File: src/rtl/traffic_pkg.sv
// Shared types and constants for the two-way traffic-light controller.
// Lamp vectors are one-hot {red, yellow, green}.
package traffic_pkg;

    localparam int unsigned LAMP_W   = 3;
    localparam int unsigned REMAIN_W = 4;
    localparam int unsigned DUR_MAX  = 15;

    localparam logic [LAMP_W-1:0] LAMP_R = 3'b100;
    localparam logic [LAMP_W-1:0] LAMP_Y = 3'b010;
    localparam logic [LAMP_W-1:0] LAMP_G = 3'b001;

    typedef enum logic [2:0] {
        ST_NS_GREEN  = 3'd0,
        ST_NS_YELLOW = 3'd1,
        ST_ALLRED_A  = 3'd2,
        ST_EW_GREEN  = 3'd3,
        ST_EW_YELLOW = 3'd4,
        ST_ALLRED_B  = 3'd5
    } state_e;

    typedef struct packed {
        logic [LAMP_W-1:0] ns;
        logic [LAMP_W-1:0] ew;
    } lamps_t;

    // Lamp pattern shown while sitting in a given state.
    function automatic lamps_t state_lamps(state_e s);
        lamps_t l;
        l.ns = LAMP_R;
        l.ew = LAMP_R;
        case (s)
            ST_NS_GREEN:  l.ns = LAMP_G;
            ST_NS_YELLOW: l.ns = LAMP_Y;
            ST_EW_GREEN:  l.ew = LAMP_G;
            ST_EW_YELLOW: l.ew = LAMP_Y;
            default:      ;
        endcase
        return l;
    endfunction

    function automatic logic is_green(state_e s);
        return (s == ST_NS_GREEN) || (s == ST_EW_GREEN);
    endfunction

    function automatic logic is_yellow(state_e s);
        return (s == ST_NS_YELLOW) || (s == ST_EW_YELLOW);
    endfunction

endpackage

File: src/rtl/rise_tick.sv
// Rising-edge detector: registers a clk-synchronous level and emits a
// one-cycle pulse on each 0->1 transition.
module rise_tick (
    input  logic clk,
    input  logic reset,
    input  logic sig,
    output logic tick_c
);

    logic sig_q;

    always_ff @(posedge clk or negedge reset) begin
        if (!reset) begin
            sig_q <= 1'b0;
        end else begin
            sig_q <= sig;
        end
    end

    assign tick_c = sig & ~sig_q;

endmodule

File: src/rtl/traffic_light_ctrl.sv
// Six-phase two-way traffic-light controller paced by div_clk rising edges,
// with pedestrian-request green shortening and a per-phase countdown.
module traffic_light_ctrl
    import traffic_pkg::*;
#(
    parameter int unsigned GREEN_SEC  = 5,
    parameter int unsigned YELLOW_SEC = 2,
    parameter int unsigned ALLRED_SEC = 1
) (
    input  logic                clk,
    input  logic                reset,
    input  logic                div_clk,
    input  logic                ped_req,
    output logic                ped_ack,
    output logic [LAMP_W-1:0]   ns_light,
    output logic [LAMP_W-1:0]   ew_light,
    output logic [REMAIN_W-1:0] remain
);

    // Durations must fit the 4-bit countdown and be non-zero.
    if (GREEN_SEC == 0 || GREEN_SEC > DUR_MAX ||
        YELLOW_SEC == 0 || YELLOW_SEC > DUR_MAX ||
        ALLRED_SEC == 0 || ALLRED_SEC > DUR_MAX) begin : g_bad_duration
        $error("traffic_light_ctrl: phase durations must be in 1..15");
    end

    localparam logic [REMAIN_W-1:0] GREEN_DUR  = REMAIN_W'(GREEN_SEC);
    localparam logic [REMAIN_W-1:0] YELLOW_DUR = REMAIN_W'(YELLOW_SEC);
    localparam logic [REMAIN_W-1:0] ALLRED_DUR = REMAIN_W'(ALLRED_SEC);

    state_e              state_q;
    state_e              state_d;
    state_e              next_st;
    logic [REMAIN_W-1:0] next_dur;
    logic [REMAIN_W-1:0] remain_d;
    logic                ped_pend_q;
    logic                ped_pend_d;
    logic                ped_ack_d;
    lamps_t              lamps_d;
    logic                tick_c;

    rise_tick u_rise_tick (
        .clk    (clk),
        .reset  (reset),
        .sig    (div_clk),
        .tick_c (tick_c)
    );

    // Next-state / countdown / pedestrian bookkeeping.
    always_comb begin
        state_d    = state_q;
        remain_d   = remain;
        ped_pend_d = ped_pend_q | ped_req;
        ped_ack_d  = 1'b0;
        next_st    = ST_NS_GREEN;
        next_dur   = GREEN_DUR;

        case (state_q)
            ST_NS_GREEN: begin
                next_st  = ST_NS_YELLOW;
                next_dur = YELLOW_DUR;
            end
            ST_NS_YELLOW: begin
                next_st  = ST_ALLRED_A;
                next_dur = ALLRED_DUR;
            end
            ST_ALLRED_A: begin
                next_st  = ST_EW_GREEN;
                next_dur = GREEN_DUR;
            end
            ST_EW_GREEN: begin
                next_st  = ST_EW_YELLOW;
                next_dur = YELLOW_DUR;
            end
            ST_EW_YELLOW: begin
                next_st  = ST_ALLRED_B;
                next_dur = ALLRED_DUR;
            end
            default: begin
                next_st  = ST_NS_GREEN;
                next_dur = GREEN_DUR;
            end
        endcase

        if (tick_c) begin
            if (remain == REMAIN_W'(1)) begin
                state_d  = next_st;
                remain_d = next_dur;
                // Entering yellow drops any request, including one arriving now.
                if (is_yellow(next_st)) begin
                    ped_pend_d = 1'b0;
                end
            end else if (is_green(state_q) && ped_pend_q && remain > REMAIN_W'(2)) begin
                remain_d  = REMAIN_W'(1);
                ped_ack_d = 1'b1;
            end else begin
                remain_d = remain - REMAIN_W'(1);
            end
        end

        lamps_d = state_lamps(state_d);
    end

    always_ff @(posedge clk or negedge reset) begin
        if (!reset) begin
            state_q    <= ST_NS_GREEN;
            remain     <= GREEN_DUR;
            ped_pend_q <= 1'b0;
            ped_ack    <= 1'b0;
            ns_light   <= LAMP_G;
            ew_light   <= LAMP_R;
        end else begin
            state_q    <= state_d;
            remain     <= remain_d;
            ped_pend_q <= ped_pend_d;
            ped_ack    <= ped_ack_d;
            ns_light   <= lamps_d.ns;
            ew_light   <= lamps_d.ew;
        end
    end

endmodule

File: config.mk
export PLATFORM = sky130hd
export DESIGN_NAME = traffic_light_ctrl
export DESIGN_NICKNAME = d
export VERILOG_FILES = /design/src/rtl/traffic_pkg.sv /design/src/rtl/rise_tick.sv /design/src/rtl/traffic_light_ctrl.sv
export SDC_FILE = /design/constraint.sdc
export NUM_CORES = 1
export LEC_CHECK = 0
export CAP_MARGIN = 20
export CORE_MARGIN = 5
export CORE_UTILIZATION = 40
export CTS_BUF_LIST = sky130_fd_sc_hd__clkbuf_16
export DETAILED_ROUTE_END_ITERATION = 7
export PLACE_DENSITY = 0.67
export SLEW_MARGIN = 10
export SYNTH_ARGS = -nofsm -noshare
export SYNTH_HDL_FRONTEND = slang
export SYNTH_SLANG_ARGS = --single-unit
export TNS_END_PERCENT = 30
File: constraint.sdc
create_clock -name clk -period 3.65 [get_ports clk]
set_clock_uncertainty 0.15 [all_clocks]
set_input_delay 0.73 -clock clk [delete_from_list [all_inputs] [get_ports clk]]
set_output_delay 0.73 -clock clk [all_outputs]
set_load 0.1 [all_outputs]
# After elaboration in Yosys (flattened, before gate mapping)
# Index checks and enable logic that the tools add are counted.
classes:
  n_addsub: 1
  order_cmp: 1
  n_eq_ne: 10
  muxes: 14
  bitwise_logic: 3
  reduce_logical: 8
ops:
  columns: ["op", "count"]
  rows:
  - ["$pmux 3 s2", 3]
  - ["$pmux 3 s5", 1]
  - ["$eq 3x1->1 const B", 3]
  - ["$eq 3x2->1 const B", 3]
  - ["$eq 3x3->1 const B", 3]
  - ["$mux 4", 2]
  - ["$logic_not 3->1", 2]
  - ["$mux 1", 6]
  - ["$mux 3", 2]
  - ["$eq 4x1->1 const B", 1]
  - ["$gt 4x2->1 const B", 1]
  - ["$reduce_or 2->1", 2]
  - ["$sub 4x1->4 const B", 1]
  - ["$logic_and 1x1->1", 2]
  - ["$logic_or 1x1->1", 2]
  - ["$and 1x1->1", 1]
  - ["$not 1->1", 1]
  - ["$or 1x1->1", 1]
word_totals:
  ff_bits: 16
  output_inout_bits: 11

# Longest topological paths before layout
# Gate-level depths: netlist of run 1.
logic_depth:
  depth_word: 7
  depth_mapped: 6

# Hierarchy
# From an unflattened synthesis of run 1, not the netlist that was laid out.
hier_totals:
  cells_unflattened: 83
  hier_area_um2: 840.8
modules_own_cells:
  columns: ["module", "instances", "cells_each", "area_per_inst_um2", "seq_area_each_um2"]
  rows:
  - ["traffic_light_ctrl", 1, 81, 802.0, 380.4]
  - ["rise_tick", 1, 2, 38.8, 25.0]

# Worst setup path before layout of run 1
# No wires, ideal clock.
synth_path:
  path_type: "register to register"
  from: "reg remain[1]"
  to: "reg state_q[0]"
  setup_ns: 0.125
  t_arrival_ns: 2.031
  path_slack_ns: 1.345
  path_stages_with_launch: 6
  n_path_buf: 0
  cell_sequence: "dfrtp_1 inv_1 ha_1 nor3b_4 and2_2 mux2_2"
synth_between:
  elab_chain_len: 3
synth_rtl:
  columns: ["item", "line", "source"]
  rows:
  - ["start: declaration", "traffic_light_ctrl.sv:17", "output logic [REMAIN_W-1:0] remain"]
  - ["start signal: assignment", "traffic_light_ctrl.sv:114", "remain <= remain_d;"]
  - ["$eq 4x1->1", "traffic_light_ctrl.sv:86", "if (remain == REMAIN_W'(1)) begin"]
  - ["$mux 3", "traffic_light_ctrl.sv:86", null]
  - ["$mux 3", "traffic_light_ctrl.sv:85", "if (tick_c) begin"]
  - ["via state_d[0]", "traffic_light_ctrl.sv:32", "state_e state_d;"]
  - ["end signal: assignment", "traffic_light_ctrl.sv:113", "state_q <= state_d;"]
  - ["end: declaration", "traffic_light_ctrl.sv:31", "state_e state_q;"]
# The timed path passes the listed nets, and every way through them passes these cells.
# A chain may end at the register's enable or synchronous reset.

# Worst setup path after layout of run 1
layout_path:
  from: "reg ew_light[0]"
  to: "out ew_light[0]"
layout_lines:
  columns: ["item", "line", "source"]
  rows:
  - ["start: declaration", "traffic_light_ctrl.sv:16", "output logic [LAMP_W-1:0] ew_light,"]
  - ["start signal: assignment", "traffic_light_ctrl.sv:118", "ew_light <= lamps_d.ew;"]
# No word-level cell between the ends.

==> results of run 1 <==
==> cells by family (layout without fill, tap and decap cells) <==
family	Yosys count	count (layout)	synth area share
muxes	2	2	0.0277
DFF	16	16	0.499
buffers and inverters	6	20	0.0308
xor gates and xnor gates	2	2	0.0216
and+or+nand+nor	29	29	0.208
adders and majority gates	3	3	0.0462
AOI/OAI and AO/OA	20	20	0.166
==> per-stage QoR <==
| stage | std cells | hold WS [ns] | area [sq um] | setup slack, ns |
|---|---|---|---|---|
| floorplan | 78 | 0.284 | 812 | 1.34 |
| global placement | 116 | 0.372 | 957 | 1.18 |
| detailed placement | 116 | 0.375 | 957 | 1.15 |
| CTS | 119 | 0.385 | 1030 | 1.08 |
| global route | 119 | 0.405 | 1030 | 1.06 |
| finish | 119 | 0.381 | 1030 | 1.10 |
==> worst max-delay path by stage <==
stage / to / slack (ns)
3_5_place_dp: ns_light[2]$_DFF_PN0_ / 1.15
6_report: ew_light[0] / 1.10
2_1_floorplan: state_q[0]$_DFF_PN0_ / 1.34
4_1_cts: ew_light[1] / 1.08
3_3_place_gp: ns_light[2]$_DFF_PN0_ / 1.18
5_1_grt: ns_light[1] / 1.06
==> per-layer routing <==
| layer | part of all wire | vias up | wire length, um | track usage |
|---|---|---|---|---|
| met1 | 0.49 | 298 | 729 | 0.154 |
| met2 | 0.47 | 8 | 696 | 0.183 |
| met3 | 0.032 | 2 | 47 | 0.0161 |
| li1 | - | 302 | - | - |
| met5 | 0 | - | 0 | 0 |
| met4 | 0.0054 | 0 | 8 | 0.0364 |
==> Yosys cell counts <==
| cell | number |
|---|---|
| a21oi_1 | 5 |
| o22ai_1 | 1 |
| nor3_1 | 4 |
| a22o_1 | 1 |
| nor2b_1 | 4 |
| o21a_1 | 1 |
| inv_1 | 3 |
| xnor2_1 | 2 |
| o31ai_1 | 3 |
| o22a_1 | 1 |
| and2_2 | 1 |
| nand2b_1 | 1 |
| a2bb2oi_1 | 1 |
| nor2_1 | 5 |
| o21ai_0 | 5 |
| nand2_1 | 6 |
| or3_1 | 2 |
| buf_2 | 2 |
| ha_1 | 3 |
| a21boi_0 | 1 |
| nor3b_1 | 2 |
| mux2_2 | 2 |
| dfstp_2 | 4 |
| nor3b_4 | 1 |
| clkbuf_1 | 1 |
| nand2_4 | 1 |
| or2_2 | 1 |
| o2111ai_2 | 1 |
| dfrtp_1 | 12 |
| nand3_1 | 1 |
==> cell type report <==
type / instances / area share
tap: 27 / 0.0327
sequential: 16 / 0.393
multi-input combinational: 56 / 0.370
timing repair buffer: 14 / 0.121
inverter: 3 / 0.0109
clock buffer: 3 / 0.0727
==> sequential cells by signal, summed over array words and instances, names as in the netlist <==
name               cells
u_rise_tick.sig_q      1
ped_ack                1
remain                 4
ns_light               3
state_q                3
ped_pend_q             1
ew_light               3
==> results.sh, run 1 <==
export IMPL_critPathLaunchType="flop"
export IMPL_dieArea_sq_um=3030
export IMPL_finalCritPeriodShare=0.700
export IMPL_fin_util=0.532
export IMPL_avgRoutedWirePerCell_um=12.5
export IMPL_synth_warnings=0
export IMPL_timing_rr_start="remain[0]$_DFFE_PN1P_"
export IMPL_syn_cell_area_sq_um=812
export IMPL_drv_slew=0
export IMPL_cts_resized_gates=0
export IMPL_fmax_mhz=391
export IMPL_grt_max_degree=17
export IMPL_gp_congestion=0.772
export IMPL_final_common_cell="dfrtp_1"
export IMPL_via_count=610
export IMPL_rows=16
export IMPL_postCtsSetupRepairBufs=0
export IMPL_initial_core_util=0.418
export IMPL_status="finished, final reports clean"
export IMPL_wl_um=1480
export IMPL_synthCells=78
export IMPL_crit_required_ns=2.77
export IMPL_maxCapViolCount=0
export IMPL_min_period_ns=2.55
export IMPL_cts_tree="done"
export IMPL_gr_total_overflow=0
export IMPL_final_cell_mix="12 x dfrtp_1, 8 x clkdlybuf4s50_1, 6 x nand2_1, 6 x buf_4"
export IMPL_drt_vias_per_instance=5.13
export IMPL_area_delta_synth_final_pct=27.1
export IMPL_die_w_um=55.1
export IMPL_antenna_found_initial=0
export IMPL_clock_path_buffers=2
export IMPL_hold_path_depth=1
export IMPL_r2r_end="ns_light[2]$_DFF_PN0_"
export IMPL_diodes=0
export IMPL_max_slew_margin=0.353
export IMPL_postCtsHoldBufs=0
export IMPL_path_delay_family="buffers and inverters"
export IMPL_h_tree_depth=1
export IMPL_synth_area_leaders="dfrtp_1 37%, dfstp_2 13%, ha_1 4.6%"
export IMPL_dp_hpwl_um=1060
export IMPL_io_pin_count=15
export IMPL_clk_latency_ns=0.24
export IMPL_min_path_type="reg -> reg"
export IMPL_syn_avg_cell_area_sq_um=10.4
export IMPL_hold_path_startpoint="ped_pend_q$_DFF_PN0_"
export IMPL_die_h_um=55.1
export IMPL_multi_input_area_sq_um=382
export IMPL_fill_cells=175
export IMPL_worst_pin_slew_ns=0.967
export IMPL_regArea_sq_um=405
export IMPL_crit_cells=1
export IMPL_core_sq_um=1940
export IMPL_rsz0062_at_grt="no"
export IMPL_cpMaxStageDelayCell="clkdlybuf4s50_1"
export IMPL_nets=101
export IMPL_synth_fp_nets=85
export IMPL_drtIter0Drc=3
export IMPL_cts_sinks=16
export IMPL_critPathMaxFanout=1
export IMPL_ys_seq_area_frac=0.499
export IMPL_tns_ns=0
export IMPL_grt_pass1_vias=573
export IMPL_synth_seq_cells=16
export IMPL_worstSetupPathType="reg -> out"
export IMPL_cts_root_buf="clkbuf_16"
export IMPL_hold_end="ped_pend_q$_DFF_PN0_"
export IMPL_synth_largest_area_cell="dfrtp_1"
export IMPL_setup_violations=0
export IMPL_rrSetupSlack_ns=1.61
export IMPL_hold_violations=0
export IMPL_portBuffers=14
export IMPL_path_clk_slew_ns=0.05
export IMPL_crit_buf_inv=1
export IMPL_track_usage=0.113
export IMPL_drive_gt1_frac=0.217
export IMPL_yosysUniqueCellTypes=30
export IMPL_critPathArrivalTime_ns=1.67
export IMPL_cp_startpoint="ew_light[0]$_DFF_PN0_"
export IMPL_worstSetupEndpointType="primary output"
export IMPL_path_cells="clkdlybuf4s50_1"
export IMPL_max_stage_delay_ns=1.12
export IMPL_numCtsBuffers=3
export IMPL_grt_pass1_wl_um=2550
export IMPL_worstRegToRegCells=5
export IMPL_antenna_left=0
export IMPL_synth_top_area_frac=0.370
export IMPL_drc_errors=0
export IMPL_first_pass_iters=4
Power of run 1 is left out: the tool's default activity adds up to more than one toggle a clock period on the data nets, which glitch-free logic cannot reach.
==> run 2: changes to the inputs <==
PLACE_DENSITY = 0.69   (was 0.67)
clock period = 2.25 ns   (was 3.65 ns; I/O delays follow)
==> run 2 against run 1 <==
  * Wire length increased by 7.3%
  * Sequential share of layout area decreased by 2.4 points
  * Utilization increased by 4.2 points
  * Via count increased by 0.98%
  * Design area increased by 7.9%
  * Critical path depth increased by 3
  * Clock-buffer cell count unchanged
  * Hold slack improved by 0.00066 ns
  * Flip-flop and latch count unchanged
  * Cell count increased by 3.4%
  * First-iteration DRC count increased by 67%
  * Critical endpoint is now state_q[0]$_DFF_PN0_
==> results.sh, run 2 (synthesis gave the netlist of run 1 again) <==
export IMPL_final_cell_mix="11 x dfrtp_1, 9 x buf_4, 6 x nand2_1"
export IMPL_p_total_mw=1.78
export IMPL_cts_root_buf="clkbuf_16"
export IMPL_io_pin_count=15
export IMPL_antenna_left=0
export IMPL_ir_worst_vdd_mv=0.949
export IMPL_largest_reg_flops=4
export IMPL_numCtsBuffers=3
export IMPL_place_inst=119
export IMPL_via_count=616
export IMPL_finalCritPeriodShare=0.908
export IMPL_drc_errors=0
export IMPL_regMostFlops="remain"
export IMPL_status="finished, final reports clean"
export IMPL_nets=104
export IMPL_dieArea_sq_um=3030
export IMPL_min_path_type="in -> async"
export IMPL_track_usage=0.125
export IMPL_gr_total_overflow=0
export IMPL_worst_pin_slew_ns=0.327
export IMPL_die_w_um=55.1
export IMPL_rsz0062_at_grt="no"
export IMPL_clock_path_buffers=2
export IMPL_cts_resized_gates=0
export IMPL_drv_slew=0
export IMPL_area_delta_synth_final_pct=37.1
export IMPL_rows=16
export IMPL_max_slew_margin=0.782
export IMPL_fmax_mhz=489
export IMPL_diodes=0
export IMPL_critPathLaunchType="flop"
export IMPL_drtIter0Drc=5
export IMPL_dp_hpwl_um=1150
export IMPL_grt_max_degree=17
export IMPL_cts_tree="done"
export IMPL_tns_ns=0
export IMPL_cts_sinks=16
export IMPL_maxCapViolCount=0
export IMPL_postCtsSetupRepairBufs=0
export IMPL_design_area_sq_um=1110
export IMPL_avgRoutedWirePerCell_um=12.9
export IMPL_portBuffers=14
export IMPL_worstSetupEndpointType="flop"
export IMPL_wl_um=1590
export IMPL_p_leak_nw=0.485
export IMPL_grt_pass1_wl_um=2590
export IMPL_die_h_um=55.1
export IMPL_drive_gt1_frac=0.302
export IMPL_min_period_ns=2.04
export IMPL_hold_violations=0
export IMPL_clk_latency_ns=0.24
export IMPL_h_tree_depth=1
export IMPL_gp_congestion=0.811
export IMPL_fin_util=0.573
export IMPL_stdcell_count=123
export IMPL_setup_violations=0
export IMPL_worstSetupPathType="reg -> reg"
export IMPL_first_pass_iters=2
export IMPL_critPathMaxFanout=6
export IMPL_postCtsHoldBufs=0
export IMPL_antenna_found_initial=0
export IMPL_power_density_nw_per_um2=1600
export IMPL_fill_cells=172
export IMPL_final_common_cell="dfrtp_1"
export IMPL_grt_pass1_vias=590
export IMPL_path_clk_slew_ns=0.05
export IMPL_crit_required_ns=2.22
export IMPL_critPathArrivalTime_ns=2.02
export IMPL_initial_core_util=0.418
export IMPL_core_sq_um=1940
export IMPL_dpl_cell_area_sq_um=1030
export IMPL_drt_vias_per_instance=5.01
## run 2: area by class of cell
cell class | count | area, sq um | share of cell area
Multi-Input combinational cell | 56 | 382 | 0.343
Tap cell | 27 | 33.8 | 0.0303
Timing Repair Buffer | 17 | 198 | 0.178
Sequential cell | 16 | 410 | 0.369
Inverter | 3 | 11.3 | 0.0101
Clock inverter | 1 | 3.75 | 0.00337
Clock buffer | 3 | 75.1 | 0.0674
## run 2: worst paths after layout
kind	endpoint	from	slack, ns	cells past startpoint
max	state_q[0]$_DFF_PN0_	remain[0]$_DFFE_PN1P_	0.21	4
min	remain[3]$_DFFE_PN0P_	reset	0.38	2
min in group clk	ped_pend_q$_DFF_PN0_	ped_pend_q$_DFF_PN0_	0.38	1
min reg2reg	ped_pend_q$_DFF_PN0_	ped_pend_q$_DFF_PN0_	0.38	1
max reg2reg	state_q[0]$_DFF_PN0_	remain[0]$_DFFE_PN1P_	0.21	4
max in group asynchronous	remain[2]$_DFFE_PN1P_	reset	1.32	2
## run 2: per-stage QoR
step                hold slack, ns  setup WS (ns)
floorplan                  0.00441         0.0944
global route                 0.407         0.0797
CTS                          0.384          0.198
finish                       0.382          0.206
global placement             0.368          0.217
detailed placement           0.374          0.182
## run 2: routing by layer
layer  up-vias  GRT usage  routed length (um)
li1        308          -                   -
met1       297      0.147                 728
met2         9      0.197                 788
met3         2     0.0402                  61
met4         0     0.0729                  12
met5         -          0                   0
## run 2: report_power, final
part / leakage, nW / switching (mW) / internal, mW
Sequential: 0.182 / 0.133 / 0.391
Clock: 0.0423 / 0.0985 / 0.234
Combinational: 0.262 / 0.598 / 0.327
## run 2: worst max-delay path, stage by stage, from the launching register on
cell,delay [ns]
dfstp_4,0.65
ha_1,0.19
nor3b_4,0.33
and2_2,0.27
mux2_2,0.34
(Power assumes the default switching activity.)
==> run 3: changes to the inputs <==
REMOVE_ABC_BUFFERS = 1   (was default)
==> run 3 against run 2 <==
  * Wire length rose by 4.7%
  * Global-route usage barely moved
  * Cell count up 0.81%
  * Hold slack worse by 0.014 ns
  * First-iteration DRC count up 140%
  * Utilization rose by 0.13 points
  * Design area is 0.22% higher
  * Sequential power is 1% lower
==> results.sh, run 3 (synthesis gave the netlist of run 1 again) <==
export IMPL_status="finished, final reports clean"
export IMPL_fmax_mhz=517
export IMPL_place_inst=120
export IMPL_hold_violations=0
export IMPL_grt_pass1_wl_um=2590
export IMPL_fin_util=0.575
export IMPL_critPathMaxFanout=6
export IMPL_drt_vias_per_instance=4.91
export IMPL_clock_path_buffers=2
export IMPL_grt_pass1_vias=604
export IMPL_final_cell_mix="12 x dfrtp_1, 10 x buf_4, 6 x nand2_1"
export IMPL_grt_max_degree=17
export IMPL_worstSetupPathType="reg -> reg"
export IMPL_cts_tree="done"
export IMPL_cts_sinks=16
export IMPL_drc_errors=0
export IMPL_drive_gt1_frac=0.299
export IMPL_track_usage=0.125
export IMPL_diodes=0
export IMPL_dp_hpwl_um=1140
export IMPL_ir_worst_vdd_mv=0.770
export IMPL_wl_um=1670
export IMPL_worst_pin_slew_ns=0.335
export IMPL_antenna_found_initial=0
export IMPL_p_leak_nw=0.488
export IMPL_setup_violations=0
export IMPL_dpl_cell_area_sq_um=1040
export IMPL_min_period_ns=1.93
export IMPL_crit_required_ns=2.23
export IMPL_drtIter0Drc=12
export IMPL_stdcell_count=124
export IMPL_gp_congestion=0.790
export IMPL_core_sq_um=1940
export IMPL_portBuffers=14
export IMPL_cts_resized_gates=0
export IMPL_largest_reg_flops=4
export IMPL_nets=105
export IMPL_max_slew_margin=0.777
export IMPL_io_pin_count=15
export IMPL_critPathArrivalTime_ns=1.91
export IMPL_path_clk_slew_ns=0.05
export IMPL_die_h_um=55.1
export IMPL_cts_root_buf="clkbuf_16"
export IMPL_die_w_um=55.1
export IMPL_via_count=609
export IMPL_critPathLaunchType="flop"
export IMPL_final_common_cell="dfrtp_1"
export IMPL_worstSetupEndpointType="flop"
export IMPL_postCtsSetupRepairBufs=0
export IMPL_postCtsHoldBufs=0
export IMPL_power_density_nw_per_um2=1610
export IMPL_gr_total_overflow=0
export IMPL_regMostFlops="remain"
export IMPL_first_pass_iters=4
export IMPL_dieArea_sq_um=3030
export IMPL_antenna_left=0
export IMPL_rsz0062_at_grt="no"
export IMPL_maxCapViolCount=0
export IMPL_clk_latency_ns=0.24
export IMPL_numCtsBuffers=3
export IMPL_finalCritPeriodShare=0.860
export IMPL_drv_slew=0
export IMPL_design_area_sq_um=1120
export IMPL_initial_core_util=0.418
export IMPL_whs_ns=0.368
export IMPL_rows=16
export IMPL_avgRoutedWirePerCell_um=13.4
export IMPL_h_tree_depth=1
export IMPL_area_delta_synth_final_pct=37.4
export IMPL_min_path_type="in -> async"
-- run 3: report_power, final --
part / total, mW / switching (mW) / internal, mW
registers: 0.519 / 0.136 / 0.384
logic: 0.930 / 0.600 / 0.330
clock network: 0.345 / 0.109 / 0.236
-- run 3: worst max-delay path, cell delays in order (launching register included) --
cell and delay (ns):
dfstp_2 0.59, ha_1 0.22, nor3b_4 0.28, and2_2 0.24, mux2_2 0.34
-- run 3: path summary, 6_finish.rpt --
path / from / to / slack [ns] / depth (start not counted)
setup / recovery: remain[0]$_DFFE_PN1P_ / state_q[0]$_DFF_PN0_ / 0.32 / 4
hold / removal: reset / ew_light[1]$_DFF_PN0_ / 0.37 / 2
setup reg to reg: remain[0]$_DFFE_PN1P_ / state_q[0]$_DFF_PN0_ / 0.32 / 4
hold reg to reg: ped_pend_q$_DFF_PN0_ / ped_pend_q$_DFF_PN0_ / 0.39 / 1
max in group asynchronous: reset / remain[0]$_DFFE_PN1P_ / 1.33 / 2
min in group clk: ped_pend_q$_DFF_PN0_ / ped_pend_q$_DFF_PN0_ / 0.39 / 1
-- run 3: area by class of cell --
type,count,area [sq um]
fillers,173,826
flip-flops and latches,16,405
multi-input cells,56,382
repair buffers,18,205
clock buffers,3,75.1
well taps,27,33.8
inverters,3,11.3
clock inverters,1,3.75
-- run 3: per-stage QoR --
step           setup TNS [ns]  power, mW  setup slack (ns)
3_3_place_gp                0       1.43             0.180
2_1_floorplan          -0.113       1.16           -0.0552
4_1_cts                     0       1.81             0.295
5_1_grt                     0       1.87             0.232
6_report                    0       1.79             0.315
3_5_place_dp                0       1.45             0.136
-- run 3: layer usage --
layer  vias up  GRT usage  wire, um
li1        309          -         -
met1       290      0.145       827
met2         8      0.193       751
met3         2     0.0349        67
met4         0     0.0972        17
met5         -          0         0
